--- config.mk ---
export PLATFORM = sky130hd
export DESIGN_NAME = cpu_uart_rx
export DESIGN_NICKNAME = d
export VERILOG_FILES = /design/src/rtl/cpu_uart_pkg.sv /design/src/rtl/cpu_uart_rx_fifo.sv /design/src/rtl/cpu_uart_rx.sv
export SDC_FILE = /design/constraint.sdc
export NUM_CORES = 1
export LEC_CHECK = 0
export CAP_MARGIN = 40
export CORE_ASPECT_RATIO = 1.2
export CORE_MARGIN = 10
export CORE_UTILIZATION = 40
export DETAILED_ROUTE_END_ITERATION = 7
export PLACE_DENSITY = 0.61
export SYNTH_ARGS = -nofsm -noshare
export SYNTH_HDL_FRONTEND = slang
export SYNTH_SLANG_ARGS = --single-unit
export TNS_END_PERCENT = 1
--- constraint.sdc ---
create_clock -name clk -period 2.4 [get_ports clk]
set_input_delay 0.48 -clock clk [delete_from_list [all_inputs] [get_ports clk]]
set_output_delay 0.48 -clock clk [all_outputs]
set_load 0.005 [all_outputs]
--- src/rtl/cpu_uart_pkg.sv ---
// cpu_uart_pkg: shared constants and receiver FSM encoding for the CPU UART
package cpu_uart_pkg;
    localparam int UART_DATA_BITS = 8;
    localparam int DEFAULT_BAUD_PERIOD = 104;
    typedef enum logic [2:0] {IDLE, START, DATA, STOP, WAIT_HIGH} rx_state_t;
endpackage

--- src/rtl/cpu_uart_rx_fifo.sv ---
// uart_rx_fifo: first-word-fall-through byte FIFO drained by the peripheral bus
module uart_rx_fifo
    import cpu_uart_pkg::*;
#(
    parameter int AW = 2
) (
    input  logic                      clk,
    input  logic                      sync_reset,
    input  logic                      push,
    input  logic [UART_DATA_BITS-1:0] wdata,
    input  logic                      pop,
    output logic [UART_DATA_BITS-1:0] rdata,
    output logic                      empty,
    output logic                      full,
    output logic [AW:0]               count
);
    logic [UART_DATA_BITS-1:0] mem [2**AW];
    logic [AW-1:0] wr_ptr, rd_ptr;
    logic do_pop, do_push;
    // a pop needs data; a push into a full FIFO lands only when a pop frees a slot this cycle
    always_comb begin
        empty = count == '0;
        full = count[AW];
        do_pop = pop && !empty;
        do_push = push && (!full || do_pop);
        rdata = empty ? '0 : mem[rd_ptr];
    end
    // pointers wrap modulo depth; occupancy tracks accepted pushes and pops
    always_ff @(posedge clk) begin
        if (sync_reset) begin
            wr_ptr <= '0;
            rd_ptr <= '0;
            count <= '0;
        end else begin
            if (do_push) wr_ptr <= wr_ptr + 1'b1;
            if (do_pop) rd_ptr <= rd_ptr + 1'b1;
            count <= count + (AW+1)'(do_push) - (AW+1)'(do_pop);
        end
    end
    // storage needs no reset because reads are masked while empty
    always_ff @(posedge clk) begin
        if (do_push) mem[wr_ptr] <= wdata;
    end
endmodule

--- src/rtl/cpu_uart_rx.sv ---
// cpu_uart_rx: 8N1 UART receiver with FWFT byte FIFO and sticky error flags
module cpu_uart_rx
    import cpu_uart_pkg::*;
#(
    parameter int BAUD_PERIOD = DEFAULT_BAUD_PERIOD,
    parameter int FIFO_DEPTH_LOG2 = 2
) (
    input  logic                      clk,
    input  logic                      sync_reset,
    input  logic                      RXD,
    input  logic                      rd_en,
    input  logic                      clear_errors,
    output logic [UART_DATA_BITS-1:0] rd_data,
    output logic                      rx_valid,
    output logic [FIFO_DEPTH_LOG2:0]  fifo_count,
    output logic                      framing_error,
    output logic                      overrun,
    output logic                      rx_busy
);
    localparam int CW = $clog2(BAUD_PERIOD);
    localparam logic [CW-1:0] HALF = CW'(BAUD_PERIOD / 2 - 1);
    localparam logic [CW-1:0] FULL = CW'(BAUD_PERIOD - 1);
    localparam logic [2:0] LAST_BIT = 3'(UART_DATA_BITS - 1);
    rx_state_t state, state_n;
    logic rxd_m, rxd_s, rxd_p;
    logic [CW-1:0] cnt, cnt_n;
    logic [2:0] idx, idx_n;
    logic [UART_DATA_BITS-1:0] sh, sh_n;
    logic push, ferr, full, empty, fall, expired, ov_set;
    assign fall = rxd_p && !rxd_s;
    assign expired = cnt == '0;
    assign rx_valid = !empty;
    assign rx_busy = state != IDLE;
    assign ov_set = push && full && !(rd_en && rx_valid);
    // two-flop synchronizer plus previous sample; idle-high reset prevents a false start edge
    always_ff @(posedge clk) begin
        if (sync_reset) {rxd_m, rxd_s, rxd_p} <= 3'b111;
        else {rxd_m, rxd_s, rxd_p} <= {RXD, rxd_m, rxd_s};
    end
    // state, bit timer, bit index and shift register
    always_ff @(posedge clk) begin
        if (sync_reset) begin
            state <= IDLE;
            cnt <= '0;
            idx <= '0;
            sh <= '0;
        end else begin
            state <= state_n;
            cnt <= cnt_n;
            idx <= idx_n;
            sh <= sh_n;
        end
    end
    // frame sequencing: half-bit to start midpoint, then one full bit per data and stop sample
    always_comb begin
        state_n = state;
        cnt_n = cnt - 1'b1;
        idx_n = idx;
        sh_n = sh;
        push = 1'b0;
        ferr = 1'b0;
        case (state)
            IDLE: if (fall) begin
                cnt_n = HALF;
                state_n = START;
            end
            START: if (expired) begin
                cnt_n = FULL;
                idx_n = '0;
                state_n = rxd_s ? IDLE : DATA;
            end
            DATA: if (expired) begin
                sh_n = {rxd_s, sh[UART_DATA_BITS-1:1]};
                cnt_n = FULL;
                idx_n = idx + 1'b1;
                state_n = idx == LAST_BIT ? STOP : DATA;
            end
            STOP: if (expired) begin
                push = rxd_s;
                ferr = !rxd_s;
                state_n = rxd_s ? IDLE : WAIT_HIGH;
            end
            WAIT_HIGH: state_n = rxd_s ? IDLE : WAIT_HIGH;
            default: state_n = IDLE;
        endcase
    end
    // sticky errors; a new event outranks a simultaneous clear
    always_ff @(posedge clk) begin
        if (sync_reset) begin
            framing_error <= 1'b0;
            overrun <= 1'b0;
        end else begin
            framing_error <= ferr || (framing_error && !clear_errors);
            overrun <= ov_set || (overrun && !clear_errors);
        end
    end
    uart_rx_fifo #(.AW(FIFO_DEPTH_LOG2)) u_fifo (
        .clk(clk),
        .sync_reset(sync_reset),
        .push(push),
        .wdata(sh),
        .pop(rd_en),
        .rdata(rd_data),
        .empty(empty),
        .full(full),
        .count(fifo_count)
    );
endmodule

# After elaboration in Yosys (flattened, before gate mapping)
# Memories as Yosys holds them, arrays and structs flattened. A register that Yosys moved wholly into a read port is not among the register bits.
# Cells that the tools add are included.
[totals]
reg_bits = 33
ramBits = 32
in_bits = 5
output_inout_bits = 15
word_cells = 75
n_memories = 1
[op_classes]
addsub = 6
n_eq_ne = 9
muxes = 23
reduce_logical = 24
[mem_list]
columns = ["memory", "words", "word_bits", "read_ports", "rd_clocked_by_memory_dff", "wr", "line", "source"]
rows = [
  ["u_fifo.mem", 4, 8, 1, 1, 1, "cpu_uart_rx_fifo.sv:17", "logic [UART_DATA_BITS-1:0] mem [2**AW];"],
]
[op_table]
columns = ["cell", "count"]
rows = [
  ["$mux 3", 7],
  ["$pmux 3 s5", 1],
  ["$mux 7", 2],
  ["$pmux 7 s2", 1],
  ["$mux 8", 1],
  ["$ne 2x2->1 const B", 4],
  ["$logic_and 1x1->1", 7],
  ["$logic_not 7->1", 1],
  ["$mux 1", 7],
  ["$sub 7x1->7 const B", 1],
  ["$eq 3x2->1 const B", 2],
  ["$eq 3x3->1 const B", 2],
  ["$logic_not 3->1", 2],
  ["$mux 2", 3],
  ["$pmux 3 s2", 1],
  ["$logic_not 1->1", 5],
  ["$add 2x1->2 const B", 2],
  ["$reduce_and 4->1", 1],
  ["$add 3x1->3", 1],
  ["$add 3x1->3 const B", 1],
  ["$eq 3x1->1 const B", 1],
  ["$logic_or 1x1->1", 3],
  ["$reduce_and 3->1", 1],
  ["$reduce_bool 3->1", 1],
  ["4 further kinds", 4],
]

# Longest topological paths before layout
# Gate-level depths: netlist of the first run.
[depth]
depth_word = 7
depth_mapped = 11
ltp_nobuf = 11

# By module
# Synthesis of the first run repeated with hierarchy kept, for this count alone.
[hier_totals]
hier_cells = 220
hier_area_um2 = 2911.5
[modules_own_cells]
columns = ["module", "n_inst", "cells_per_inst", "area_per_inst_um2", "seq_area_each_um2"]
rows = [
  ["uart_rx_fifo", 1, 102, 1747.9, 1141.1],
  ["cpu_uart_rx", 1, 118, 1163.6, 520.5],
]

# Least setup slack after synthesis of the first run
# No wires, ideal clock.
[synth_path]
path_kind = "register to register"
start = "register cnt[0]"
end = "register u_fifo.count[2]"
setup_ns = 0.128
arrival_time_ns = 2.211
required_time_ns = 2.272
setup_slack_ns = 0.061
path_stages_with_launch = 12
path_buffers = 0
synth_period_minus_slack_ns = 2.339
path_cell_list = "dfxtp_1 > inv_1 > ha_1 > nor3b_2 > nand3_1 > nor4_2 > ha_1 > inv_1 > fa_1 > xor2_1 > xnor2_1 > nor2_1"
[synth_between]
elab_chain_cells = 6
[synth_rtl]
columns = ["element", "line", "source"]
rows = [
  ["start, declared", "cpu_uart_rx.sv:26", "logic [CW-1:0] cnt, cnt_n;"],
  ["start signal, assigned", "cpu_uart_rx.sv:49", "cnt <= cnt_n;"],
  ["$logic_not 7->1", "cpu_uart_rx.sv:31", "assign expired = cnt == '0;"],
  ["$mux 1", "cpu_uart_rx.sv:78", "STOP: if (expired) begin"],
  ["$mux 1", "cpu_uart_rx.sv:62", "case (state)"],
  ["$logic_and 1x1->1", "cpu_uart_rx_fifo.sv:25", "do_push = push && (!full || do_pop);"],
  ["named net u_fifo.do_push", "cpu_uart_rx_fifo.sv:19", "logic do_pop, do_push;"],
  ["$add 3x1->3", "cpu_uart_rx_fifo.sv:37", "count <= count + (AW+1)'(do_push) - (AW+1)'(do_pop);"],
  ["$sub 3x1->3", "cpu_uart_rx_fifo.sv:37", ""],
  ["end signal, assigned", "cpu_uart_rx_fifo.sv:37", ""],
  ["end, declared", "cpu_uart_rx_fifo.sv:15", "output logic [AW:0] count"],
]
# The timed path passes the listed nets, and every way through them passes these cells.
# A chain may end at the register's enable or synchronous reset.

==> results.tsv, run 1 <==
stage	metric	value	unit
status	status	finished, final reports clean	
cells_and_area	antenna_cells	0	
worst_setup_path	worst-path-stages	4	
worst_setup_path	worst_ep_required_time	1.92	ns
synth	synth-seq-cells	67	
global_routing	grt_max_degree	19	
synth	async_flop_share	0	%
global_routing	antenna_found_initial	0	
clock_tree	cts_root_buffer	clkbuf_8	
routing	viasPerCell	4.92	
placement	place_hpwl	3.74	mm
placement	port_buffers	19	
clock_tree	post_cts_buffers	0	
worst_setup_path	cp-end-kind	output port	
timing	max_clock_freq	450	MHz
clock_tree	cts_buffers	9	
worst_setup_path	path_cells	buf_6 -> mux4_2 -> and2_1 -> dlygate4sd2_1	
pwr	leakagePower	1.30	nW
synth	yosysUniqueCellTypes	44	
timing	fin_crit_sh	92.6	%
worst_setup_path	crit_path_start_kind	register	
routing	routed_wirelength	5.12	mm
worst_setup_path	path_class	reg2out	
clock_tree	cts_hold_buf	0	
floorplan	die_x	97.4	um
routing	drt_iter0_drc	54	
synth	syn-instance-count	228	
pwr	combinationalPowerShare	27.1	%
worst_setup_path	r2r-end	u_fifo.count[2]$_SDFF_PP0_	
pwr	switchingPower	0.837	mW
timing	finalSetupViolCount	0	
worst_setup_path	r2r-start	cnt[0]$_SDFF_PP0_	
worst_setup_path	crit_family	multiplexers	
pwr	netSwitchingFraction	27.5	%
worst_setup_path	critPathSlowestCell	mux4_2	
pwr	clkPwrFrac	29.3	%
placement	gp_congestion	0.823	
pwr	peakVddDrop	0.000320	V
synth	netlist_area	2880	sq um
worst_setup_path	crit_fanout	8	
worst_setup_path	ff2ff_setup_slack	0.20	ns
floorplan	rows	33	
timing	rsz0062_at_grt	false	
global_routing	grt_pass1_wl	8.84	mm
timing	finalClockSkew	0.00650	ns
clock_tree	cts_buffer_depth	2	
synth	synth_nets	243	
global_routing	grt-ovfl-total	0	
worst_setup_path	cpPeakStageDelay	0.50	ns
min_path	hold_path.startpoint	rxd_m$_SDFF_PP1_	
pwr	internal_power	2.21	mW
global_routing	grt_usage	9.75	%
timing	drv_slew	0	
worst_setup_path	crit_arrival	1.74	ns
min_path	holdCritPathClass	reg2reg	
worst_setup_path	r2r_cells	11	
floorplan	die_h	113	um
clock_tree	cts_tree	built	
worst_setup_path	critical_path_buf_inv_count	2	
floorplan	start_util	41.5	%
synth	synth_top_area_share	33.4	%
clock_tree	clk_pin_slew	0.07	ns
cells_and_area	drive_gt1_share	20.6	%
cells_and_area	fin_nets	282	
synth	yosys-top-cells-area	edfxtp_1 (33%), dfxtp_1 (24%), mux4_2 (6.3%)	
floorplan	num_io_pins	20	
cells_and_area	fin_area	3480	sq um
placement	placed_area	3280	sq um
routing	first_pass_iters	4	
pwr	power	3.04	mW
worst_setup_path	crit_end	rd_data[6]	
timing	relSlewSlack	68.4	%
run	max-cap-violations	0	
floorplan	dieArea	11000	sq um
synth	ys_seq_area_share	57.7	%
timing	max_slew.worst_pin.slew	0.474	ns
floorplan	core_area	6940	sq um
pwr	powerDensity	875	nW/um^2
clock_tree	cts_max_level	3	
routing	vias	1765	
cells_and_area	syn_to_final_growth	21.0	%
global_routing	grt_pass1_vias	1858	
pwr	power_frac_seq	43.6	%
clock_tree	numClockSinks	67	
synth	synth_ff_type	dfxtp_1	
clock_tree	worst_skew_pair.late_latency	0.33	ns
routing	wl_per_cell	14.3	um
synth	yosys_warnings	0	
routing	ant_nets	0	
synth	syn_area_per_cell	12.6	sq um
timing	fin_crit	2.22	ns
timing	hold_violations	0	
synth	synth_edf_count	32	
synth	synth_area_leader_cell	edfxtp_1	
routing	drc_errors	0	
==> flip-flops by register name, summed over array words and instances (netlist names), 2 cells and up, named ones only <==
register and count:
u_fifo.rd_ptr 2, sh 8, state 3, u_fifo.count 3, u_fifo.mem 32, idx 3
u_fifo.wr_ptr 2, cnt 7
==> cell families (layout without fill, tap and decap cells) <==
kind of cell | after synthesis | count (layout) | synth area share (%)
AND/OR/NAND/NOR | 78 | 78 | 16.1
flip-flops | 67 | 67 | 57.7
XOR/XNOR | 10 | 10 | 3.04
buffers and inverters | 24 | 68 | 3.61
adder cells (fa/ha/maj) | 10 | 10 | 4.61
multiplexers | 21 | 21 | 10.8
AO/OA/AOI/OAI | 18 | 18 | 4.13
==> final cells by class <==
cell class	count	area, sq um
Timing Repair Buffer	40	342
Clock buffer	9	124
Multi-Input combinational cell	137	1130
Clock inverter	7	67.6
Inverter	12	45.0
Fill cell	638	3460
Sequential cell	67	1660
Tap cell	87	109
==> how the worst min path moves through the flow <==
stage	to	slack [ns]	cells past startpoint
after global routing	rxd_s$_SDFF_PP1_	0.42	1
after CTS	rxd_s$_SDFF_PP1_	0.41	1
final	rxd_s$_SDFF_PP1_	0.41	1
after detailed placement	rxd_s$_SDFF_PP1_	0.39	1
after floorplan	rxd_s$_SDFF_PP1_	0.39	1
after global placement	rxd_s$_SDFF_PP1_	0.39	1
==> power by group through the flow <==
stage | Sequential (mW) | Clock [mW] | Combinational (mW)
final | 1.33 | 0.892 | 0.825
after global routing | 1.34 | 0.975 | 0.925
after CTS | 1.33 | 0.922 | 0.845
after detailed placement | 1.35 | 0 | 0.884
after global placement | 1.35 | 0 | 0.875
after floorplan | 1.34 | 0 | 0.523
==> placed cells by master (no fill, tap or decap), types with 2 or more instances in the layout <==
| cell | n |
|---|---|
| dfxtp_1 | 35 |
| edfxtp_1 | 32 |
| nand4_1 | 3 |
| buf_4 | 20 |
| and2_1 | 13 |
| and3_1 | 2 |
| dlygate4sd2_1 | 8 |
| a21oi_1 | 5 |
| mux2i_1 | 13 |
| xnor2_1 | 6 |
| nor3_1 | 6 |
| o21ai_0 | 3 |
| nor4_4 | 2 |
| nand2_1 | 3 |
| nand3_1 | 2 |
| mux4_2 | 8 |
| clkdlybuf4s50_1 | 11 |
| or3_1 | 4 |
| xor2_1 | 4 |
| nand2b_1 | 2 |
| clkbuf_8 | 9 |
| inv_1 | 12 |
| clkinv_2 | 4 |
| ha_1 | 9 |
| nor2b_1 | 3 |
| a211oi_1 | 2 |
| or2_2 | 3 |
| a31oi_1 | 2 |
| nor2_1 | 26 |
==> cells in the mapped netlist, drive strengths merged, types with 2 or more instances <==
cell and number:
dfxtp 35, edfxtp 32, nor2 26, and2 13, mux2i 13, inv 12
ha 9, clkbuf 8, mux4 8, nor3 7, xnor2 6, a21oi 5
or3 5, buf 4, xor2 4, nand2 3, nand3 3, nand4 3
nor2b 3, nor4 3, o21ai 3, or2 3, a211oi 2, a31oi 2
and3 2, nand2b 2
==> per-stage QoR <==
stage | util [%] | hold slack (ns) | setup TNS [ns] | setup WS [ns] | cells
floorplan | - | 0.389 | 0 | 0.0611 | 228
global placement | 47.2 | 0.393 | -0.0183 | -0.0183 | 343
detailed placement | 47.2 | 0.394 | -0.0519 | -0.0519 | 343
CTS | 49.9 | 0.412 | 0 | 0.0240 | 359
global route | 50.2 | 0.424 | 0 | 0.0391 | 359
finish | 50.2 | 0.410 | 0 | 0.177 | 359
==> timing repair <==
action,in CTS,in global routing
gates resized for setup,9,3
endpoints found under the setup margin,8,1
pin swaps,0,1
hold endpoints to repair,0,0
==> per-layer routing <==
metal  part of all wire (%)  global-route usage, %  wire, um
met1                     43                   10.6      2200
met2                     51                   16.8      2620
met3                    4.8                   3.77       248
met4                   0.96                   3.79        49
met5                      0                      0         0
==> worst reg2reg max path, stage by stage, from the launching register on <==
cell and delay (ns):
dfxtp_1 0.32, inv_1 0.06, ha_1 0.19, nor3b_4 0.23, nand3_2 0.15, nor4_4 0.19, ha_1 0.18, inv_1 0.05
fa_1 0.37, xor2_1 0.17, xnor2_1 0.14, nor2_1 0.05
Note: power is estimated with default switching activity, not from simulation.
==> run 2, diff against run 1 <==
CTS_CLUSTER_SIZE = 10   (was not set)
MAX_ROUTING_LAYER = met4   (was not set)
==> results.tsv, run 2 (synthesis gave the netlist of run 1 again) <==
stage	metric	value	unit	change
routing	vias	1759		was 1765
worst_setup_path	crit_fanout	8		unchanged
cells_and_area	reg.largest.list	u_fifo.mem x32, sh x8, cnt x7		unchanged
run	max-cap-violations	0		unchanged
timing	hold_violations	0		unchanged
worst_setup_path	crit_path_start_kind	register		unchanged
routing	ant_nets	0		unchanged
timing	finalClockSkew	0.00684	ns	was 0.00650 ns
routing	first_pass_iters	4		unchanged
floorplan	start_util	41.5	%	unchanged
cells_and_area	largest_reg_flops	32		unchanged
placement	port_buffers	19		unchanged
worst_setup_path	worst_ep_required_time	1.92	ns	about the same
floorplan	dieArea	11000	sq um	unchanged
clock_tree	cts_hold_buf	0		unchanged
cells_and_area	fin_nets	282		unchanged
cells_and_area	drive_gt1_share	20.6	%	unchanged
timing	relSlewSlack	68.4	%	about the same
routing	viasPerCell	4.90		was 4.92
floorplan	num_io_pins	20		unchanged
global_routing	grt_pass1_vias	1858		unchanged
worst_setup_path	cp-end-kind	output port		unchanged
status	status	finished, final reports clean		unchanged
cells_and_area	regMostFlops	u_fifo.mem		unchanged
timing	max_slew.worst_pin.slew	0.475	ns	was 0.474 ns
global_routing	grt_max_degree	19		unchanged
clock_tree	cts_max_level	3		unchanged
pwr	peakVddDrop	0.000320	V	about the same
clock_tree	cts_tree	built		unchanged
cells_and_area	syn_to_final_growth	21.0	%	unchanged
clock_tree	cts_buffers	9		unchanged
global_routing	grt_pass1_wl	8.85	mm	was 8.84 mm
routing	routed_wirelength	5.10	mm	was 5.12 mm
routing	drc_errors	0		unchanged
timing	fin_setup_tns	0	ns	unchanged
min_path	holdCritPathClass	reg2reg		unchanged
timing	fin_crit_sh	92.6	%	about the same
timing	finalSetupViolCount	0		unchanged
global_routing	grt-ovfl-total	0		unchanged
timing	fin_ws	0.178	ns	was 0.177 ns
clock_tree	numClockSinks	67		unchanged
global_routing	grt_usage	10.0	%	was 9.75%
timing	drv_slew	0		unchanged
placement	place_hpwl	3.74	mm	unchanged
clock_tree	cts_root_buffer	clkbuf_8		unchanged
clock_tree	cts_buffer_depth	2		unchanged
placement	pre_cts_slack	-0.0519	ns	unchanged
routing	drt_iter0_drc	53		was 54
pwr	leakagePower	1.30	nW	unchanged
timing	max_clock_freq	450	MHz	about the same
global_routing	antenna_found_initial	0		unchanged
cells_and_area	antenna_cells	0		unchanged
floorplan	die_h	113	um	unchanged
pwr	power	3.05	mW	was 3.04 mW
routing	wl_per_cell	14.2	um	was 14.3 um
cells_and_area	final_cells	359		unchanged
placement	gp_congestion	0.835		was 0.823
timing	rsz0062_at_grt	false		unchanged
timing	fin_crit	2.22	ns	about the same
placement	dp.cells	343		unchanged
cells_and_area	final_cell_mix	dfxtp_1 (35), edfxtp_1 (32), nor2_1 (26)		unchanged
floorplan	core_area	6940	sq um	unchanged
pwr	powerDensity	875	nW/um^2	about the same
clock_tree	clk_pin_slew	0.07	ns	about the same
clock_tree	worst_skew_pair.late_latency	0.33	ns	about the same
clock_tree	post_cts_buffers	0		unchanged
cells_and_area	fillers	638		unchanged
floorplan	rows	33		unchanged
floorplan	die_x	97.4	um	unchanged
cells_and_area	layout_commonest_cell	dfxtp_1		unchanged
worst_setup_path	crit_arrival	1.74	ns	about the same
timing	worst_hold_slack	0.410	ns	about the same
worst_setup_path	path_class	reg2out		unchanged
## run 2: cell counts in the layout (fill, tap and decap cells not counted)
Identical to the previous run, type by type.
## run 2: what timing repair did
item,CTS,global route
pin swaps,0,1
setup endpoints to repair,8,1
resized for setup,9,3
## run 2: per-stage QoR
stage / utilization (%) / instance area (sq um)
after floorplan: - / 2880
after global placement: 47.2 / 3280
after detailed placement: 47.2 / 3280
after CTS: 49.9 / 3460
after global routing: 50.2 / 3480
final: 50.2 / 3480
## run 2: layout make-up
cell class	count	area [sq um]	share of cell area (%)
repair buffers	40	342	9.81
well taps	87	109	3.13
clock inverters	7	67.6	1.94
inverters	12	45.0	1.29
multi-input cells	137	1130	32.5
flip-flops and latches	67	1660	47.7
clock buffers	9	124	3.56
## run 2: path summary, 6_finish.rpt
check,startpoint,cells past startpoint,to,slack [ns]
worst max-delay path,register,4,rd_data[6],0.18
worst min-delay path,rxd_m$_SDFF_PP1_,1,rxd_s$_SDFF_PP1_,0.41
worst max register to register,u_fifo.count[2]$_SDFF_PP0_,10,u_fifo.count[2]$_SDFF_PP0_,0.21
worst min register to register,rxd_m$_SDFF_PP1_,1,rxd_s$_SDFF_PP1_,0.41
## run 2: critical path: stages, from the launching register on
cell and delay, ns:
dfxtp_1 0.33, buf_6 0.16, mux4_2 0.50, and2_1 0.16, dlygate4sd2_1 0.25
## run 2: power by group
| part | total, mW | switching, mW | internal (mW) |
|---|---|---|---|
| clock | 0.895 | 0.418 | 0.477 |
| combinational | 0.824 | 0.352 | 0.472 |
| sequential | 1.33 | 0.0680 | 1.26 |
| total | 3.05 | 0.838 | 2.21 |
## run 2: layer usage
layer  GRT usage, %  routed length [um]  up-vias
li1               -                   -      894
met1           10.8                2240      835
met2           16.7                2600       25
met3           3.41                 204        5
met4           3.79                  57        0
met5              -                   0        -
==> run 3, diff against run 2 <==
ABC_AREA = 1   (was not set)
CORE_UTILIZATION = 52   (was 40)
PLACE_DENSITY = 0.76   (was 0.61)
==> results.tsv, run 3 <==
stage	metric	value	unit	change
floorplan	rows	29		was 33
timing	hold_violations	0		unchanged
timing	drv_slew	0		unchanged
pwr	leakagePower	1.37	nW	was 1.30 nW
cells_and_area	seqCellArea	1660	sq um	about the same
pwr	powerDensity	1120	nW/um^2	was 875 nW/um^2
synth	ys_seq_area_share	57.6	%	was 57.7%
cells_and_area	fillers	430		was 638
routing	wl_per_cell	14.0	um	was 14.2 um
worst_setup_path	r2r-start	state[0]$_SDFFE_PP0P_		was u_fifo.count[2]$_SDFF_PP0_
routing	drc_errors	0		unchanged
clock_tree	cts_tree	built		unchanged
global_routing	grt_pass1_vias	2031		was 1858
floorplan	core_area	5330	sq um	was 6940 sq um
clock_tree	post_cts_buffers	0		unchanged
cells_and_area	syn_to_final_growth	17.5	%	was 21.0%
synth	yosys-top-cells-area	edfxtp_1 (33%), dfxtp_1 (24%), nor2_1 (9.4%)		was edfxtp_1 (33%), dfxtp_1 (24%), mux4_2 (6.3%)
timing	rsz0062_at_grt	false		unchanged
worst_setup_path	path_cells	inv_1 -> nand2_1 -> inv_1 -> a21oi_1 -> clkdlybuf4s50_1		was buf_6 -> mux4_2 -> and2_1 -> dlygate4sd2_1
floorplan	num_io_pins	20		unchanged
pwr	power	3.81	mW	was 3.05 mW
placement	place_hpwl	3.79	mm	was 3.74 mm
timing	fin_crit_sh	95.2	%	was 92.6%
cells_and_area	fin_nets	352		was 282
min_path	hold_end	rxd_s$_SDFF_PP1_		unchanged
worst_setup_path	crit_path_start_kind	register		unchanged
global_routing	grt_max_degree	18		was 19
pwr	peakVddDrop	0.000639	V	was 0.000320 V
worst_setup_path	ff2ff_setup_slack	0.38	ns	was 0.21 ns
min_path	hold_path.startpoint	rxd_m$_SDFF_PP1_		unchanged
placement	port_buffers	19		unchanged
cells_and_area	multi_input_area	1050	sq um	was 1130 sq um
min_path	holdCritPathClass	reg2reg		unchanged
timing	fin_setup_tns	0	ns	unchanged
routing	routed_wirelength	5.63	mm	was 5.10 mm
global_routing	grt-ovfl-total	0		unchanged
clock_tree	post_cts_resized	0		was 9
global_routing	antenna_found_initial	0		unchanged
synth	syn_area_per_cell	9.33	sq um	was 12.6 sq um
clock_tree	worst_skew_pair.late_latency	0.33	ns	about the same
clock_tree	numClockSinks	67		unchanged
worst_setup_path	path_common_cell	inv_1		
timing	finalClockSkew	0.0103	ns	was 0.00684 ns
placement	gp_congestion	0.812		was 0.835
synth	synth_ff_type	dfxtp_1		unchanged
timing	finalSetupViolCount	0		unchanged
floorplan	die_x	88.0	um	was 97.4 um
clock_tree	cts_max_level	3		unchanged
cells_and_area	antenna_cells	0		unchanged
worst_setup_path	crit_arrival	1.80	ns	was 1.74 ns
routing	drt-met1-wl	2.38	mm	was 2.24 mm
status	status	finished, final reports clean		unchanged
synth	synth_top_area_share	33.3	%	was 33.4%
worst_setup_path	r2r-end	u_fifo.count[2]$_SDFF_PP0_		unchanged
worst_setup_path	critPathSlowestCell	clkdlybuf4s50_1		was mux4_2
worst_setup_path	crit_family	buffers and inverters		was multiplexers
placement	placed_area	3140	sq um	was 3280 sq um
routing	viasPerCell	5.20		was 4.90
synth	async_flop_share	0	%	unchanged
timing	relSlewSlack	49.8	%	was 68.4%
min_path	hold-path-cell-count	1		unchanged
cells_and_area	reg.largest.list	u_fifo.mem x32, sh x8, cnt x7		unchanged
synth	synth_area_leader_cell	edfxtp_1		unchanged
timing	worst_hold_slack	0.409	ns	was 0.410 ns
synth	synth_most_common_cell	nor2_1		was dfxtp_1
routing	ant_nets	0		unchanged
cells_and_area	final_cell_mix	nor2_1 (72), nand2_1 (34), dfxtp_1 (33)		was dfxtp_1 (35), edfxtp_1 (32), nor2_1 (26)
cells_and_area	fin_area	3390	sq um	was 3480 sq um
clock_tree	cts_buffers	9		unchanged
worst_setup_path	cpPeakStageDelay	0.53	ns	was 0.50 ns
timing	max_clock_freq	438	MHz	was 450 MHz
timing	max_slew.worst_pin.slew	0.751	ns	was 0.475 ns
synth	netlist_area	2880	sq um	about the same
worst_setup_path	crit_fanout	8		unchanged
floorplan	start_util	54.1	%	was 41.5%
synth	synth_nets	324		was 243
floorplan	die_h	102	um	was 113 um
clock_tree	cts_root_buffer	clkbuf_8		unchanged
routing	first_pass_iters	4		unchanged
synth	yosysUniqueCellTypes	29		was 44
routing	wl_met2	2.98	mm	was 2.60 mm
synth	synth_commonest_cells	nor2_1 (72), dfxtp_1 (35), nand2_1 (34)		was dfxtp_1 (35), edfxtp_1 (32), nor2_1 (26)
clock_tree	clk_pin_slew	0.07	ns	about the same
synth	synth-seq-cells	67		unchanged
routing	maxUsedRoutingLayer	met4		unchanged
synth	synth_edf_count	32		unchanged
worst_setup_path	path_class	reg2out		unchanged
floorplan	dieArea	8940	sq um	was 11000 sq um
routing	drt_iter0_drc	111		was 53
global_routing	grt_usage	13.6	%	was 10.0%
worst_setup_path	worst_ep_required_time	1.92	ns	about the same
cells_and_area	regMostFlops	u_fifo.mem		unchanged
synth	yosys_warnings	0		unchanged
synth	syn-instance-count	309		was 228
timing	fin_crit	2.28	ns	was 2.22 ns
cells_and_area	layout_commonest_cell	nor2_1		was dfxtp_1
routing	vias	2094		was 1759
cells_and_area	drive_gt1_share	15.0	%	was 20.6%
clock_tree	cts_hold_buf	0		unchanged
routing	route.met3.wl	209	um	was 204 um
worst_setup_path	r2r_cells	10		unchanged
worst_setup_path	cp-end-kind	output port		unchanged
run	max-cap-violations	0		unchanged
global_routing	grt_pass1_wl	9.18	mm	was 8.85 mm
cells_and_area	largest_reg_flops	32		unchanged
clock_tree	cts_buffer_depth	2		unchanged
worst_setup_path	critical_path_buf_inv_count	3		was 2
## run 3: how the worst max path moves through the flow
| stage | cells after the start | startpoint | endpoint |
|---|---|---|---|
| 5_1_grt | 5 | register | rd_data[1] |
| 3_5_place_dp | 11 | rd_en | u_fifo.count[2]$_SDFF_PP0_ |
| 4_1_cts | 5 | register | rd_data[7] |
| 3_3_place_gp | 11 | rd_en | u_fifo.count[2]$_SDFF_PP0_ |
| 2_1_floorplan | 12 | cnt[0]$_SDFF_PP0_ | u_fifo.count[2]$_SDFF_PP0_ |
| 6_report | 5 | u_fifo.count[2]$_SDFF_PP0_ | rd_data[7] |
## run 3: cells by family after synthesis
group	count (synthesis)	share of synthesized area, %
xor gates and xnor gates	2	0.607
buffers and inverters	41	5.90
DFF	67	57.6
AOI/OAI and AO/OA	52	9.67
adders and majority gates	10	4.60
and+or+nand+nor	137	21.6
## run 3: cell type report
| type | count | share of cell area, % |
|---|---|---|
| Timing Repair Buffer | 25 | 7.05 |
| Multi-Input combinational cell | 201 | 31.1 |
| Tap cell | 62 | 2.29 |
| Sequential cell | 67 | 49.1 |
| Clock inverter | 5 | 3.03 |
| Inverter | 33 | 3.69 |
| Clock buffer | 10 | 3.77 |
## run 3: per-layer routing
metal	vias up	track usage [%]
met5	-	-
met4	0	7.25
met3	4	3.53
met2	26	22.5
met1	998	14.5
li1	1066	-
## run 3: stage by stage
step	util [%]	cells	setup slack, ns
after global routing	63.5	403	0.0115
after global placement	58.9	387	0.174
final	63.5	403	0.116
after floorplan	-	309	0.562
after detailed placement	58.9	387	0.0972
after CTS	63.2	402	0.0443
## run 3: where the power goes
part / internal (mW) / switching (mW) / leakage [nW]
clock network: 0.683 / 0.405 / 0.112
registers: 1.33 / 0.126 / 0.599
logic: 0.568 / 0.696 / 0.654
total: 2.58 / 1.23 / 1.37
